==> config.mk <==
export PLATFORM = sky130hd
export DESIGN_NAME = mem_req_arbiter_n
export DESIGN_NICKNAME = d
export VERILOG_FILES = /design/src/rtl/mem_req_arbiter_n.sv
export SDC_FILE = /design/constraint.sdc
export NUM_CORES = 1
export LEC_CHECK = 0
export CAP_MARGIN = 10
export CORE_AREA = 2 2 158 160
export CTS_BUF_LIST = sky130_fd_sc_hd__clkbuf_8
export CTS_CLUSTER_DIAMETER = 60
export DETAILED_ROUTE_END_ITERATION = 7
export DIE_AREA = 0 0 160 162
export SYNTH_ARGS = -nofsm -noshare
export SYNTH_HDL_FRONTEND = slang
export SYNTH_SLANG_ARGS = --single-unit
export TNS_END_PERCENT = 5
==> constraint.sdc <==
create_clock -name clk -period 1.95 [get_ports clk]
set_clock_uncertainty 0.15 [all_clocks]
set_input_delay 0.39 -clock clk [delete_from_list [all_inputs] [get_ports clk]]
set_output_delay 0.39 -clock clk [all_outputs]
set_load 0.02 [all_outputs]
==> src/rtl/mem_req_arbiter_n.sv <==
// mem_req_arbiter_n: NUM_PORTS requesters share one memory port, one transaction in flight.
// Defining MEM_ARB_PERF_EN adds saturating per-port grant/stall counters; otherwise perf outputs are 0.
//
// state    | meaning
// IDLE     | arbitrating; req_ready one-hot to the winner
// ISSUE    | mem_req_valid high, fields held until mem_req_ready
// WAIT_RSP | downstream accepted, waiting for mem_rsp_valid

module mem_req_arbiter_n #(
  parameter int XLEN      = 32,
  parameter int NUM_PORTS = 2,
  parameter int ARB_MODE  = 1,
  parameter int CNT_W     = 32,
  localparam int GW       = (NUM_PORTS > 1) ? $clog2(NUM_PORTS) : 1
) (
  input  logic                      clk,
  input  logic                      reset_n,
  input  logic [NUM_PORTS-1:0]      req_valid,
  output logic [NUM_PORTS-1:0]      req_ready,
  input  logic [NUM_PORTS*XLEN-1:0] req_addr,
  input  logic [NUM_PORTS-1:0]      req_we,
  input  logic [NUM_PORTS*2-1:0]    req_size,
  input  logic [NUM_PORTS*XLEN-1:0] req_wdata,
  output logic [NUM_PORTS-1:0]      rsp_valid,
  output logic [XLEN-1:0]           rsp_rdata,
  output logic                      mem_req_valid,
  input  logic                      mem_req_ready,
  output logic [XLEN-1:0]           mem_addr,
  output logic                      mem_we,
  output logic [1:0]                mem_size,
  output logic [XLEN-1:0]           mem_wdata,
  input  logic                      mem_rsp_valid,
  input  logic [XLEN-1:0]           mem_rsp_rdata,
  output logic [GW-1:0]             grant_id,
  output logic                      busy,
  output logic                      protocol_err,
  output logic [NUM_PORTS*CNT_W-1:0] perf_grant_cnt,
  output logic [NUM_PORTS*CNT_W-1:0] perf_stall_cnt
);

  typedef enum logic [1:0] {IDLE, ISSUE, WAIT_RSP} state_e;

  state_e                 state_q, state_d;
  logic [GW-1:0]          grant_id_q, grant_id_d;
  logic [GW-1:0]          last_grant_q, last_grant_d;
  logic [XLEN-1:0]        addr_q, addr_d;
  logic                   we_q, we_d;
  logic [1:0]             size_q, size_d;
  logic [XLEN-1:0]        wdata_q, wdata_d;
  logic                   mem_req_valid_q, mem_req_valid_d;
  logic [NUM_PORTS-1:0]   rsp_valid_q, rsp_valid_d;
  logic [XLEN-1:0]        rsp_rdata_q, rsp_rdata_d;
  logic                   protocol_err_q, protocol_err_d;

  int                     base_idx;
  logic [GW-1:0]          scan_idx;
  logic [GW-1:0]          win_idx;
  logic                   win_found;

  // Search starts at 0 for fixed priority, or just past the last grant for round-robin.
  always_comb begin
    base_idx  = (ARB_MODE == 0) ? 0 : (int'(last_grant_q) + 1) % NUM_PORTS;
    scan_idx  = '0;
    win_idx   = '0;
    win_found = 1'b0;
    for (int k = 0; k < NUM_PORTS; k++) begin
      scan_idx = GW'((base_idx + k) % NUM_PORTS);
      if (!win_found && req_valid[scan_idx]) begin
        win_found = 1'b1;
        win_idx   = scan_idx;
      end
    end
  end

  always_comb begin
    req_ready = '0;
    if (state_q == IDLE && reset_n && win_found) begin
      req_ready[win_idx] = 1'b1;
    end
  end

  always_comb begin
    state_d         = state_q;
    grant_id_d      = grant_id_q;
    last_grant_d    = last_grant_q;
    addr_d          = addr_q;
    we_d            = we_q;
    size_d          = size_q;
    wdata_d         = wdata_q;
    mem_req_valid_d = mem_req_valid_q;
    rsp_valid_d     = '0;
    rsp_rdata_d     = rsp_rdata_q;
    protocol_err_d  = protocol_err_q;
    case (state_q)
      IDLE: begin
        if (mem_rsp_valid) begin
          protocol_err_d = 1'b1;
        end
        if (win_found) begin
          addr_d          = req_addr[int'(win_idx)*XLEN +: XLEN];
          we_d            = req_we[win_idx];
          size_d          = req_size[int'(win_idx)*2 +: 2];
          wdata_d         = req_wdata[int'(win_idx)*XLEN +: XLEN];
          grant_id_d      = win_idx;
          last_grant_d    = win_idx;
          mem_req_valid_d = 1'b1;
          state_d         = ISSUE;
        end
      end
      ISSUE: begin
        if (mem_rsp_valid) begin
          protocol_err_d = 1'b1;
        end
        if (mem_req_ready) begin
          mem_req_valid_d = 1'b0;
          state_d         = WAIT_RSP;
        end
      end
      WAIT_RSP: begin
        if (mem_rsp_valid) begin
          rsp_valid_d[grant_id_q] = 1'b1;
          rsp_rdata_d             = mem_rsp_rdata;
          state_d                 = IDLE;
        end
      end
      default: state_d = IDLE;
    endcase
  end

  always_ff @(posedge clk or negedge reset_n) begin
    if (!reset_n) begin
      state_q         <= IDLE;
      grant_id_q      <= '0;
      last_grant_q    <= GW'(NUM_PORTS - 1);
      addr_q          <= '0;
      we_q            <= 1'b0;
      size_q          <= '0;
      wdata_q         <= '0;
      mem_req_valid_q <= 1'b0;
      rsp_valid_q     <= '0;
      rsp_rdata_q     <= '0;
      protocol_err_q  <= 1'b0;
    end else begin
      state_q         <= state_d;
      grant_id_q      <= grant_id_d;
      last_grant_q    <= last_grant_d;
      addr_q          <= addr_d;
      we_q            <= we_d;
      size_q          <= size_d;
      wdata_q         <= wdata_d;
      mem_req_valid_q <= mem_req_valid_d;
      rsp_valid_q     <= rsp_valid_d;
      rsp_rdata_q     <= rsp_rdata_d;
      protocol_err_q  <= protocol_err_d;
    end
  end

  assign mem_req_valid = mem_req_valid_q;
  assign mem_addr      = addr_q;
  assign mem_we        = we_q;
  assign mem_size      = size_q;
  assign mem_wdata     = wdata_q;
  assign rsp_valid     = rsp_valid_q;
  assign rsp_rdata     = rsp_rdata_q;
  assign protocol_err  = protocol_err_q;
  assign busy          = (state_q != IDLE);
  assign grant_id      = (NUM_PORTS == 1) ? '0 : grant_id_q;

`ifdef MEM_ARB_PERF_EN
  logic [NUM_PORTS*CNT_W-1:0] grant_cnt_q, grant_cnt_d;
  logic [NUM_PORTS*CNT_W-1:0] stall_cnt_q, stall_cnt_d;

  // Both counters stick at all-ones rather than wrapping.
  always_comb begin
    grant_cnt_d = grant_cnt_q;
    stall_cnt_d = stall_cnt_q;
    for (int i = 0; i < NUM_PORTS; i++) begin
      if (req_valid[i] && req_ready[i] && (grant_cnt_q[i*CNT_W +: CNT_W] != '1)) begin
        grant_cnt_d[i*CNT_W +: CNT_W] = grant_cnt_q[i*CNT_W +: CNT_W] + CNT_W'(1);
      end
      if (req_valid[i] && !req_ready[i] && (stall_cnt_q[i*CNT_W +: CNT_W] != '1)) begin
        stall_cnt_d[i*CNT_W +: CNT_W] = stall_cnt_q[i*CNT_W +: CNT_W] + CNT_W'(1);
      end
    end
  end

  always_ff @(posedge clk or negedge reset_n) begin
    if (!reset_n) begin
      grant_cnt_q <= '0;
      stall_cnt_q <= '0;
    end else begin
      grant_cnt_q <= grant_cnt_d;
      stall_cnt_q <= stall_cnt_d;
    end
  end

  assign perf_grant_cnt = grant_cnt_q;
  assign perf_stall_cnt = stall_cnt_q;
`else
  assign perf_grant_cnt = '0;
  assign perf_stall_cnt = '0;
`endif

endmodule

==> flow_metrics.tcl, run 1 <==
set metrics [dict create \
    async_flop_share_pct 100 \
    grt_max_degree 46 \
    syn2layout_area_growth_pct 48.8 \
    critPathMaxFanout 3 \
    synth_top_cells_by_area "dfrtp_1 (42%), mux2_4 (32%), buf_4 (15%), mux2_2 (5.7%), buf_12 (1.9%)" \
    start_util_pct 26.4 \
    ys_seq_elements 107 \
    wl_met3_mm 1.13 \
    clock_path_buffers 2 \
    cp.buffers_inverters 1 \
    ir_worst_vdd_v 0.000684 \
    ys_types 25 \
    finalSetupViolCount 0 \
    whs_ns 0.304 \
    p_leak_nw 4.82 \
    reg2regPathDepth 5 \
    whs_path_depth 1 \
    fin_crit_sh_pct 98.7 \
    start_kind "flip-flop" \
    r2r-start "last_grant_q" \
    endpoint "req_ready[0]" \
    hold_path_class "reg -> reg" \
    clock.fmax_ghz 0.520 \
    synthFlopType "dfrtp_1" \
    insertedDiodeCount 0 \
    cts_tree "done" \
    powerDensity_nw_per_um2 1380 \
    numClockSinks 107 \
    placedCellCount 1050 \
    die_h_um 162 \
    place_congestion 0.740 \
    h-tree-depth 3 \
    wirelength_mm 15.7 \
    avgViaCountPerCell 3.71 \
    synth_area_um2 6350 \
    yosysSeqAreaShare_pct 42.2 \
    power_mw 13.0 \
    ant_nets 0 \
    via_count 3963 \
    cp.arrival_ns 1.38 \
    synthCells 444 \
    yosys.area.top_type "dfrtp_1" \
    drive_above_1_share_pct 29.4 \
    pin_count 407 \
    cts_buffers 9 \
    fin_setup_tns_ns 0 \
    fin_nets 912 \
    fin_cells 1069 \
    synth_common_cells "mux2_4 (134), buf_4 (129), dfrtp_1 (106)" \
    grt_pass1_vias 4092 \
    antenna_found_initial 0 \
    routed.top_layer "met4" \
    wl_met1_mm 6.33 \
    timing.final.crit_period_ns 1.92 \
    synth-edff-count 0 \
    crit_path_end_kind "output pin" \
    core_area_um2 24100 \
    yosys_warnings 0 \
    avgSynthCellArea_um2 14.3 \
    worstPathRequired_ns 1.41 \
    place_hpwl_mm 12.1 \
    yosysMostFrequentCell "mux2_4" \
    dieArea_um2 25900 \
    die_w_um 160 \
    criticalPathCategory "reg -> out" \
    grt.overflow.total 0 \
    track_usage_pct 11.6 \
    clockRootBuffer "clkbuf_8" \
    rsz0062_at_grt "yes" \
    worst_pin_slew_ns 0.557 \
    synth_top_area_share_pct 41.8 \
    drt_iter0_markers 106 \
    r2r-end "mem_wdata[21]" \
    hold_viol 0 \
    drv_cap 0 \
    wl_per_cell_um 14.7 \
    startpoint "state_q[1]" \
    crit_slowest_cell "dfrtp_1" \
    rrSetupSlack_ns 0.03 \
    slew_violations 0 \
    slowest_delay_ns 0.42 \
    critPathTopFamily "flip-flops" \
    drc 0 \
    cp.depth 4 \
    cp_cell_sequence "nor2_4 -> o21a_4 -> and3_4 -> buf_6" \
    final_util_pct 39.2 \
    status "complete, no violations" \
    grt_pass1_wl_mm 23.2 \
    clkTransAtPathRegs_ns 0.11 \
    wl_met2_mm 7.94 \
    clk_latency_ns 0.37 \
    io_buffers 278 \
    max_slew_margin_pct 62.8 \
    rows 57 \
    drt_pass1_iterations 3 \
]
-- power by group --
group	switching [mW]	total (mW)	internal, mW
combinational	3.39	7.36	3.98
sequential	0.585	3.92	3.34
clock	0.839	1.72	0.881
total	4.81	13.0	8.20
-- worst min-delay path by stage --
stage / slack (ns) / to / from
global placement: 0.29 / protocol_err / protocol_err
floorplan: -0.06 / grant_id / reset_n
global route: 0.33 / rsp_valid[0] / grant_id
detailed placement: 0.30 / protocol_err / protocol_err
finish: 0.30 / rsp_valid[0] / grant_id
CTS: 0.31 / rsp_valid[0] / grant_id
-- layer usage --
| metal | track usage [%] | up-vias |
|---|---|---|
| met5 | 0 | - |
| met4 | 4.59 | 0 |
| met3 | 3.35 | 18 |
| met2 | 19.9 | 214 |
| met1 | 13.8 | 1890 |
| li1 | - | 1841 |
-- timing repair --
item | CTS | global route
endpoints found under the setup margin | 95 | 88
pin swaps | 1 | 2
resized for setup | 68 | 46
cloned | 0 | 1
hold buffers | 1 | 0
endpoints found under the hold margin | 30 | 0
setup buffers | 1 | 0
-- cells by family (layout without fill, tap and decap cells) --
logic type             after synthesis  in the layout  synth area share [%]
AND/OR/NAND/NOR                     10             10                 0.808
AO/OA/AOI/OAI                        9              9                 0.946
other                                1            128                0.0590
buffers and inverters              151            325                  18.7
multiplexers                       166            166                  37.3
flip-flops                         107            107                  42.2
-- stage by stage --
stage / area, um2 / worst slack (ns)
5_1_grt: 9450 / -0.0508
3_3_place_gp: 9090 / -0.477
2_1_floorplan: 6830 / 0.0272
3_5_place_dp: 9090 / -0.486
6_report: 9450 / 0.0252
4_1_cts: 9300 / -0.102
-- cell type report --
class | count | area (um2)
fillers | 2371 | 14700
repair buffers | 305 | 3100
multi-input cells | 313 | 2990
flip-flops and latches | 107 | 2680
well taps | 324 | 405
clock inverters | 7 | 130
clock buffers | 9 | 124
inverters | 4 | 15.0
-- placed cells by master, fill, tap and decap left out, types with 2 or more instances in the layout --
cell / count
dlygate4sd2_1: 50
inv_8: 2
buf_12: 3
nand2_1: 3
buf_6: 3
inv_1: 3
mux2_4: 134
nor2_1: 2
buf_4: 20
clkdlybuf4s50_1: 185
bufinv_16: 3
nand3b_1: 2
conb_1: 128
dlymetal6s2s_1: 39
inv_6: 2
mux2_2: 32
dfrtp_1: 106
clkbuf_8: 9
o21ai_0: 2
-- flip-flops by register name, indices dropped and copies added, names as in the netlist --
name           flops
grant_id           1
mem_addr          32
mem_we             1
mem_size           2
state_q            2
mem_req_valid      1
mem_wdata         32
protocol_err       1
last_grant_q       1
rsp_rdata         32
rsp_valid          2
(Power assumes the default switching activity.)
==> run 2, diff against run 1 <==
RECOVER_POWER = 100   (was not set)
==> results of run 2 <==
The final DEF is identical to that of run 1; final timing and power are the same.
